## config.mk

```make
export PLATFORM = sky130hd
export DESIGN_NAME = spi_frame_slave_flat
export DESIGN_NICKNAME = d
export VERILOG_FILES = /design/src/rtl/spi_frame_slave_pkg.sv /design/src/rtl/spi_frame_slave_if.sv /design/src/rtl/spi_frame_slave_sync_edge.sv /design/src/rtl/spi_frame_slave.sv /design/src/flat_wrapper.sv
export SDC_FILE = /design/constraint.sdc
export NUM_CORES = 1
export LEC_CHECK = 0
export BUFFER_PORTS_ARGS = -buffer_cell sky130_fd_sc_hd__buf_2
export CAP_MARGIN = 40
export CORE_MARGIN = 4
export CORE_UTILIZATION = 55
export CTS_CLUSTER_DIAMETER = 150
export CTS_CLUSTER_SIZE = 12
export DETAILED_ROUTE_END_ITERATION = 6
export PLACE_DENSITY = 0.91
export SETUP_SLACK_MARGIN = 0.3
export SLEW_MARGIN = 20
export SYNTH_ARGS = -nofsm -noshare
export SYNTH_HDL_FRONTEND = slang
export SYNTH_SLANG_ARGS = --single-unit
```

## constraint.sdc

```tcl
create_clock -name sysclk -period 6.3 [get_ports sysclk]
set_clock_uncertainty 0.15 [all_clocks]
set_input_delay 0.945 -clock sysclk [delete_from_list [all_inputs] [get_ports sysclk]]
set_output_delay 0.945 -clock sysclk [all_outputs]
set_load 0.1 [all_outputs]
```

## src/rtl/spi_frame_slave_pkg.sv

```systemverilog
// spi_frame_slave_pkg: frame geometry, command codes, FSM encoding and clock constants
package spi_frame_slave_pkg;
   localparam int FRAME_WIDTH = 24;
   localparam int CMD_BITS = 8;
   localparam int ADDR_BITS = 8;
   localparam int PAYLOAD_BITS = 8;
   localparam logic [CMD_BITS-1:0] CMD_LED_SET = 8'h01;
   localparam int SYSCLK_PERIOD_NS = 8;
   localparam int SCLK_MIN_PERIOD_NS = 38;
   typedef enum logic [3:0] {
      IDLE = 4'd0,
      RX_CMD = 4'd1,
      RX_ADDR = 4'd2,
      RX_PAYLOAD = 4'd3,
      DONE = 4'd4
   } state_t;
   function automatic state_t next_field(input state_t s);
      return s == RX_CMD ? RX_ADDR : s == RX_ADDR ? RX_PAYLOAD : DONE;
   endfunction
endpackage

```

## src/rtl/spi_frame_slave_if.sv

```systemverilog
// spi_frame_slave_if: SPI pins, response frame input and parsed-frame/debug outputs
interface spi_frame_slave_if;
   import spi_frame_slave_pkg::*;
   logic sclk;
   logic cs;
   logic mosi;
   logic miso;
   logic slv_tx_enb;
   logic [FRAME_WIDTH-1:0] i_slv_frame;
   logic [CMD_BITS-1:0] o_cmd;
   logic [ADDR_BITS-1:0] o_addr;
   logic [PAYLOAD_BITS-1:0] o_payload;
   logic rx_dv;
   logic [FRAME_WIDTH-1:0] o_shift_reg_debug;
   logic o_serial_debug;
   logic [3:0] o_bit_rx_cnt_debug;
   logic [3:0] o_debug_stage;
   modport slave (
      input sclk, cs, mosi, slv_tx_enb, i_slv_frame,
      output miso, o_cmd, o_addr, o_payload, rx_dv,
             o_shift_reg_debug, o_serial_debug, o_bit_rx_cnt_debug, o_debug_stage
   );
   modport master (
      output sclk, cs, mosi, slv_tx_enb, i_slv_frame,
      input miso, o_cmd, o_addr, o_payload, rx_dv,
            o_shift_reg_debug, o_serial_debug, o_bit_rx_cnt_debug, o_debug_stage
   );
endinterface

```

## src/rtl/spi_frame_slave_sync_edge.sv

```systemverilog
// spi_sync_edge: 2-FF synchroniser with a history stage for rise/fall detection
module spi_sync_edge (
   input  logic sysclk,
   input  logic rst_n,
   input  logic d,
   output logic rise,
   output logic fall
);
   logic [2:0] sh_q, sh_d;
   always_comb sh_d = {sh_q[1:0], d};
   always_ff @(posedge sysclk) sh_q <= rst_n ? sh_d : '0;
   assign rise = sh_q[1] & ~sh_q[2];
   assign fall = ~sh_q[1] & sh_q[2];
endmodule

```

## src/rtl/spi_frame_slave.sv

```systemverilog
// spi_frame_slave: oversampled SPI mode-0 slave for 24-bit frames; SPI_SLAVE_DEBUG_EN exposes internal state
module spi_frame_slave
   import spi_frame_slave_pkg::*;
(
   input logic sysclk,
   input logic rst_n,
   spi_frame_slave_if.slave bus
);
   logic sclk_rise, sclk_fall, cs_rise, cs_fall;
   logic [1:0] mosi_q, mosi_d;
   state_t state_q, state_d;
   logic [3:0] cnt_q, cnt_d;
   logic [FRAME_WIDTH-1:0] rx_q, rx_d, tx_q, tx_d;
   logic [CMD_BITS-1:0] cmd_q, cmd_d;
   logic [ADDR_BITS-1:0] addr_q, addr_d;
   logic [PAYLOAD_BITS-1:0] pay_q, pay_d;
   logic dv_q, dv_d, miso_q, miso_d;
   spi_sync_edge u_sclk (.sysclk(sysclk), .rst_n(rst_n), .d(bus.sclk), .rise(sclk_rise), .fall(sclk_fall));
   spi_sync_edge u_cs (.sysclk(sysclk), .rst_n(rst_n), .d(bus.cs), .rise(cs_rise), .fall(cs_fall));
   always_comb mosi_d = {mosi_q[0], bus.mosi};
   always_comb begin
      state_d = state_q;
      cnt_d = cnt_q;
      rx_d = rx_q;
      tx_d = tx_q;
      cmd_d = cmd_q;
      addr_d = addr_q;
      pay_d = pay_q;
      dv_d = 1'b0;
      if (state_q == IDLE) begin
         if (cs_fall) begin
            state_d = RX_CMD;
            cnt_d = '0;
            rx_d = '0;
            tx_d = bus.slv_tx_enb ? bus.i_slv_frame : '0;
         end
      end else if (state_q == DONE) begin
         if (cs_rise) begin
            state_d = IDLE;
            cmd_d = rx_q[FRAME_WIDTH-1 -: CMD_BITS];
            addr_d = rx_q[PAYLOAD_BITS +: ADDR_BITS];
            pay_d = rx_q[PAYLOAD_BITS-1:0];
            dv_d = 1'b1;
         end
      end else if (cs_rise) begin
         state_d = IDLE;
      end else begin
         if (sclk_fall) tx_d = {tx_q[FRAME_WIDTH-2:0], 1'b0};
         if (sclk_rise) begin
            rx_d = {rx_q[FRAME_WIDTH-2:0], mosi_q[1]};
            cnt_d = cnt_q == 4'd7 ? 4'd0 : cnt_q + 4'd1;
            state_d = cnt_q == 4'd7 ? next_field(state_q) : state_q;
         end
      end
      // miso is registered from the next-state tx MSB so bit 23 appears in the cs-fall cycle
      miso_d = state_d != IDLE && tx_d[FRAME_WIDTH-1];
   end
   always_ff @(posedge sysclk) begin
      if (!rst_n) begin
         mosi_q <= '0;
         state_q <= IDLE;
         cnt_q <= '0;
         rx_q <= '0;
         tx_q <= '0;
         cmd_q <= '0;
         addr_q <= '0;
         pay_q <= '0;
         dv_q <= 1'b0;
         miso_q <= 1'b0;
      end else begin
         mosi_q <= mosi_d;
         state_q <= state_d;
         cnt_q <= cnt_d;
         rx_q <= rx_d;
         tx_q <= tx_d;
         cmd_q <= cmd_d;
         addr_q <= addr_d;
         pay_q <= pay_d;
         dv_q <= dv_d;
         miso_q <= miso_d;
      end
   end
   assign bus.miso = miso_q;
   assign bus.o_cmd = cmd_q;
   assign bus.o_addr = addr_q;
   assign bus.o_payload = pay_q;
   assign bus.rx_dv = dv_q;
`ifdef SPI_SLAVE_DEBUG_EN
   logic serial_q, serial_d;
   always_comb serial_d = state_q != IDLE && state_q != DONE && sclk_rise ? mosi_q[1] : serial_q;
   always_ff @(posedge sysclk) serial_q <= rst_n ? serial_d : 1'b0;
   assign bus.o_shift_reg_debug = rx_q;
   assign bus.o_serial_debug = serial_q;
   assign bus.o_bit_rx_cnt_debug = cnt_q;
   assign bus.o_debug_stage = state_q;
`else
   assign bus.o_shift_reg_debug = '0;
   assign bus.o_serial_debug = 1'b0;
   assign bus.o_bit_rx_cnt_debug = '0;
   assign bus.o_debug_stage = '0;
`endif
endmodule

```

## src/flat_wrapper.sv

```systemverilog
// flat-port wrapper written by rule: the top's interface ports become plain ports
module spi_frame_slave_flat import spi_frame_slave_pkg::*;
  (sysclk, rst_n, bus_sclk, bus_cs, bus_mosi, bus_slv_tx_enb, bus_i_slv_frame, bus_miso, bus_o_cmd, bus_o_addr, bus_o_payload, bus_rx_dv, bus_o_shift_reg_debug, bus_o_serial_debug, bus_o_bit_rx_cnt_debug, bus_o_debug_stage);
  spi_frame_slave_if bus_i ();
  input logic sysclk;
  input logic rst_n;
  input wire logic [$bits(bus_i.sclk)-1:0] bus_sclk;
  input wire logic [$bits(bus_i.cs)-1:0] bus_cs;
  input wire logic [$bits(bus_i.mosi)-1:0] bus_mosi;
  input wire logic [$bits(bus_i.slv_tx_enb)-1:0] bus_slv_tx_enb;
  input wire logic [$bits(bus_i.i_slv_frame)-1:0] bus_i_slv_frame;
  output wire logic [$bits(bus_i.miso)-1:0] bus_miso;
  output wire logic [$bits(bus_i.o_cmd)-1:0] bus_o_cmd;
  output wire logic [$bits(bus_i.o_addr)-1:0] bus_o_addr;
  output wire logic [$bits(bus_i.o_payload)-1:0] bus_o_payload;
  output wire logic [$bits(bus_i.rx_dv)-1:0] bus_rx_dv;
  output wire logic [$bits(bus_i.o_shift_reg_debug)-1:0] bus_o_shift_reg_debug;
  output wire logic [$bits(bus_i.o_serial_debug)-1:0] bus_o_serial_debug;
  output wire logic [$bits(bus_i.o_bit_rx_cnt_debug)-1:0] bus_o_bit_rx_cnt_debug;
  output wire logic [$bits(bus_i.o_debug_stage)-1:0] bus_o_debug_stage;
  assign bus_i.sclk = bus_sclk;
  assign bus_i.cs = bus_cs;
  assign bus_i.mosi = bus_mosi;
  assign bus_i.slv_tx_enb = bus_slv_tx_enb;
  assign bus_i.i_slv_frame = bus_i_slv_frame;
  assign bus_miso = bus_i.miso;
  assign bus_o_cmd = bus_i.o_cmd;
  assign bus_o_addr = bus_i.o_addr;
  assign bus_o_payload = bus_i.o_payload;
  assign bus_rx_dv = bus_i.rx_dv;
  assign bus_o_shift_reg_debug = bus_i.o_shift_reg_debug;
  assign bus_o_serial_debug = bus_i.o_serial_debug;
  assign bus_o_bit_rx_cnt_debug = bus_i.o_bit_rx_cnt_debug;
  assign bus_o_debug_stage = bus_i.o_debug_stage;
  spi_frame_slave u_core (.sysclk(sysclk), .rst_n(rst_n), .bus(bus_i));
endmodule
```

==> out/results.ini <==
[worst_setup_path]
critical_path.max_stage_delay_ns=0.60
cp_max_fo=49
cp_top_family=buffers and inverters
crit_type=input port to register
cp-start-kind=input port
crit_arrival_ns=2.99
cp_cell_sequence=buf_2 -> inv_1 -> nor4_2 -> buf_4 -> a22o_1 -> a21o_1
end_kind=register
crit_slowest_cell=buf_2
required_ns=6.44
critPathBufInv=3

[grt]
track_usage_pct=17.5
globalRouteOverflowTotal=0
grt_pass1_wl_um=11600
grt_max_degree=50
grt_antenna_before_repair=0
grt_pass1_vias=2587

[floorplan]
coreArea_um2=6420
fp.dieArea_um2=8070
io_pins=89
die_x_um=89.9
die_h_um=89.9
initial_core_util_pct=57.4
rows=29

[sta]
fmax_mhz=351
min_period_ns=2.85
slew_violations=0
setup_viol=0
holdWs_ns=0.290
finalCritPeriodShare_pct=45.2
tightestPinTransition_ns=0.824
relSlewSlack_pct=45.1
finalHoldViolations=0
rsz0062_at_grt=no
setup_slack_ns=3.45
tns_ns=0

[drt]
wl_met3_um=427
drtIter0Drc=130
dr.pass1.iters=4
met2_wirelength_um=3430
vias=2873
vias_per_cell=5.62
routed_wl_um=7230
wl_met1_um=3250
top_layer=met4
post_drt_wl_per_cell_um=14.2
route.detailed.drc=0
ant_nets=0

[cells_and_area]
fillers=536
antenna_cells=0
syn_to_final_growth_pct=9.24
nets=460
drive_above_1_share_pct=18.4

[run]
drv_cap=0

[pwr]
max-vdd-ir-drop_mv=0.154
power.density_nw_per_um2=262
power_leakage_nw=1.84

[clock_network]
clkSinkCount=90
cts_hold_buf=0
post_cts_resized=0
clk-insertion-delay-late_ns=0.35
cts_tree=done
htreeDepth=3
clockBufferDepth=2
root_buffer=clkbuf_8
numCtsBuffers=9
path_clk_slew_ns=0.08
post_cts_buffers=0

[placement]
place.gp.congestion=0.773
dp_hpwl_um=4940
dpl_worst_slack_ns=3.11
io_buffers=55

[synthesis]
synth_area_leaders=dfxtp_1, buf_4, nand2_1
synth_top_cell_area_share_pct=48.9
synth-edff-count=0
synth_cells=386
yosys_warnings=0
yosys.area.top_type=dfxtp_1
seq_area_frac_synth_pct=48.9
synth_common_cells=dfxtp_1, nand2_1, buf_4
synth_area_um2=3680
ys_seq_elements=90
ys.flop_type=dfxtp_1
synth.avg_cell_area_um2=9.55
async_reset_ff_share_pct=0
synth_most_common_cell=dfxtp_1
synth_cell_types=45

[min_path]
hp-class=register to register

[status]
status=completed

[sequential cells by signal (all words and copies together) (netlist names)]
name,flops
u_core.state_q,4
u_core.mosi_q,2
u_core.tx_q,24
u_core.bus.miso,1
u_core.bus.o_cmd,8
u_core.bus.o_payload,8
u_core.rx_q,24
u_core.u_cs.sh_q,3
u_core.u_sclk.sh_q,3
u_core.bus.o_addr,8
u_core.bus.rx_dv,1
u_core.cnt_q,4
[worst register-to-register path, cell delays in order (launching register included)]
cell	delay (ns)
dfxtp_1	0.36
or4_4	0.64
and2_0	0.18
o41a_1	0.71
a22o_1	0.36
[power by group]
part / internal [W] / switching, W
clock: 0.000156 / 0.000200
sequential: 0.000573 / 0.00000295
combinational: 0.0000147 / 0.000108
total: 0.000744 / 0.000311
[final cells by class]
| cell class | instances | area (µm²) | area share (%) |
|---|---|---|---|
| clock inverter | 5 | 37.5 | 0.933 |
| inverter | 2 | 7.51 | 0.187 |
| timing repair buffer | 60 | 320 | 7.96 |
| sequential | 90 | 1800 | 44.8 |
| tap | 77 | 96.3 | 2.39 |
| multi-input combinational | 266 | 1620 | 40.3 |
| clock buffer | 11 | 141 | 3.51 |
[layout by cell type, fill, tap and decap left out, types with 3 or more instances in the layout]
cell,netlist,final
a32o_1,17,17
nor4b_1,4,4
a21oi_1,27,27
a31oi_1,3,3
conb_1,1,33
buf_4,34,4
nor4_2,2,3
nor2_1,10,10
o21ai_0,4,4
nand2b_1,3,3
a22o_1,23,23
nor3_1,3,3
nand3_1,9,9
clkbuf_8,0,10
dfxtp_1,90,90
buf_2,5,55
and2_1,7,7
a21o_1,24,24
mux2i_1,9,9
nor2b_1,4,4
nand2_1,61,61
[final timing paths]
check,from,slack [ns],to,cells past startpoint
worst max-delay path,rst_n,3.45,u_core.tx_q[20]$_SDFFE_PN0P_,6
worst max register to register,u_core.state_q[2]$_SDFF_PN0_,3.81,u_core.tx_q[0]$_SDFFE_PN0P_,4
worst min-delay path,u_core.u_cs.sh_q[0]$_SDFF_PN0_,0.29,u_core.u_cs.sh_q[1]$_SDFF_PN0_,1
worst min register to register,u_core.u_cs.sh_q[0]$_SDFF_PN0_,0.29,u_core.u_cs.sh_q[1]$_SDFF_PN0_,1
[logic make-up after synthesis]
logic type	count (synthesis)	synth area share (%)
and+or+nand+nor	114	15.2
AOI/OAI and AO/OA	108	22.2
DFF	90	48.9
buffers and inverters	62	10.6
muxes	9	2.44
adders and majority gates	2	0.611
other	1	0.102
[per-stage QoR]
step	cell area, µm²	utilization, %	power, W	instances
floorplan	3800	-	0.000714	418
global placement	3820	59.5	0.000709	493
detailed placement	3850	59.9	0.000711	495
CTS	4030	62.7	0.00106	511
global route	4030	62.7	0.00110	511
finish	4030	62.7	0.00105	511
[routing by layer]
layer  GRT usage [%]  vias to the layer above
met1            19.8                     1376
li1                -                     1395
met2            30.8                       90
met4            7.02                        0
met3            5.18                       12
met5               0                        -
No activity file was read; power rests on OpenSTA's default activity.
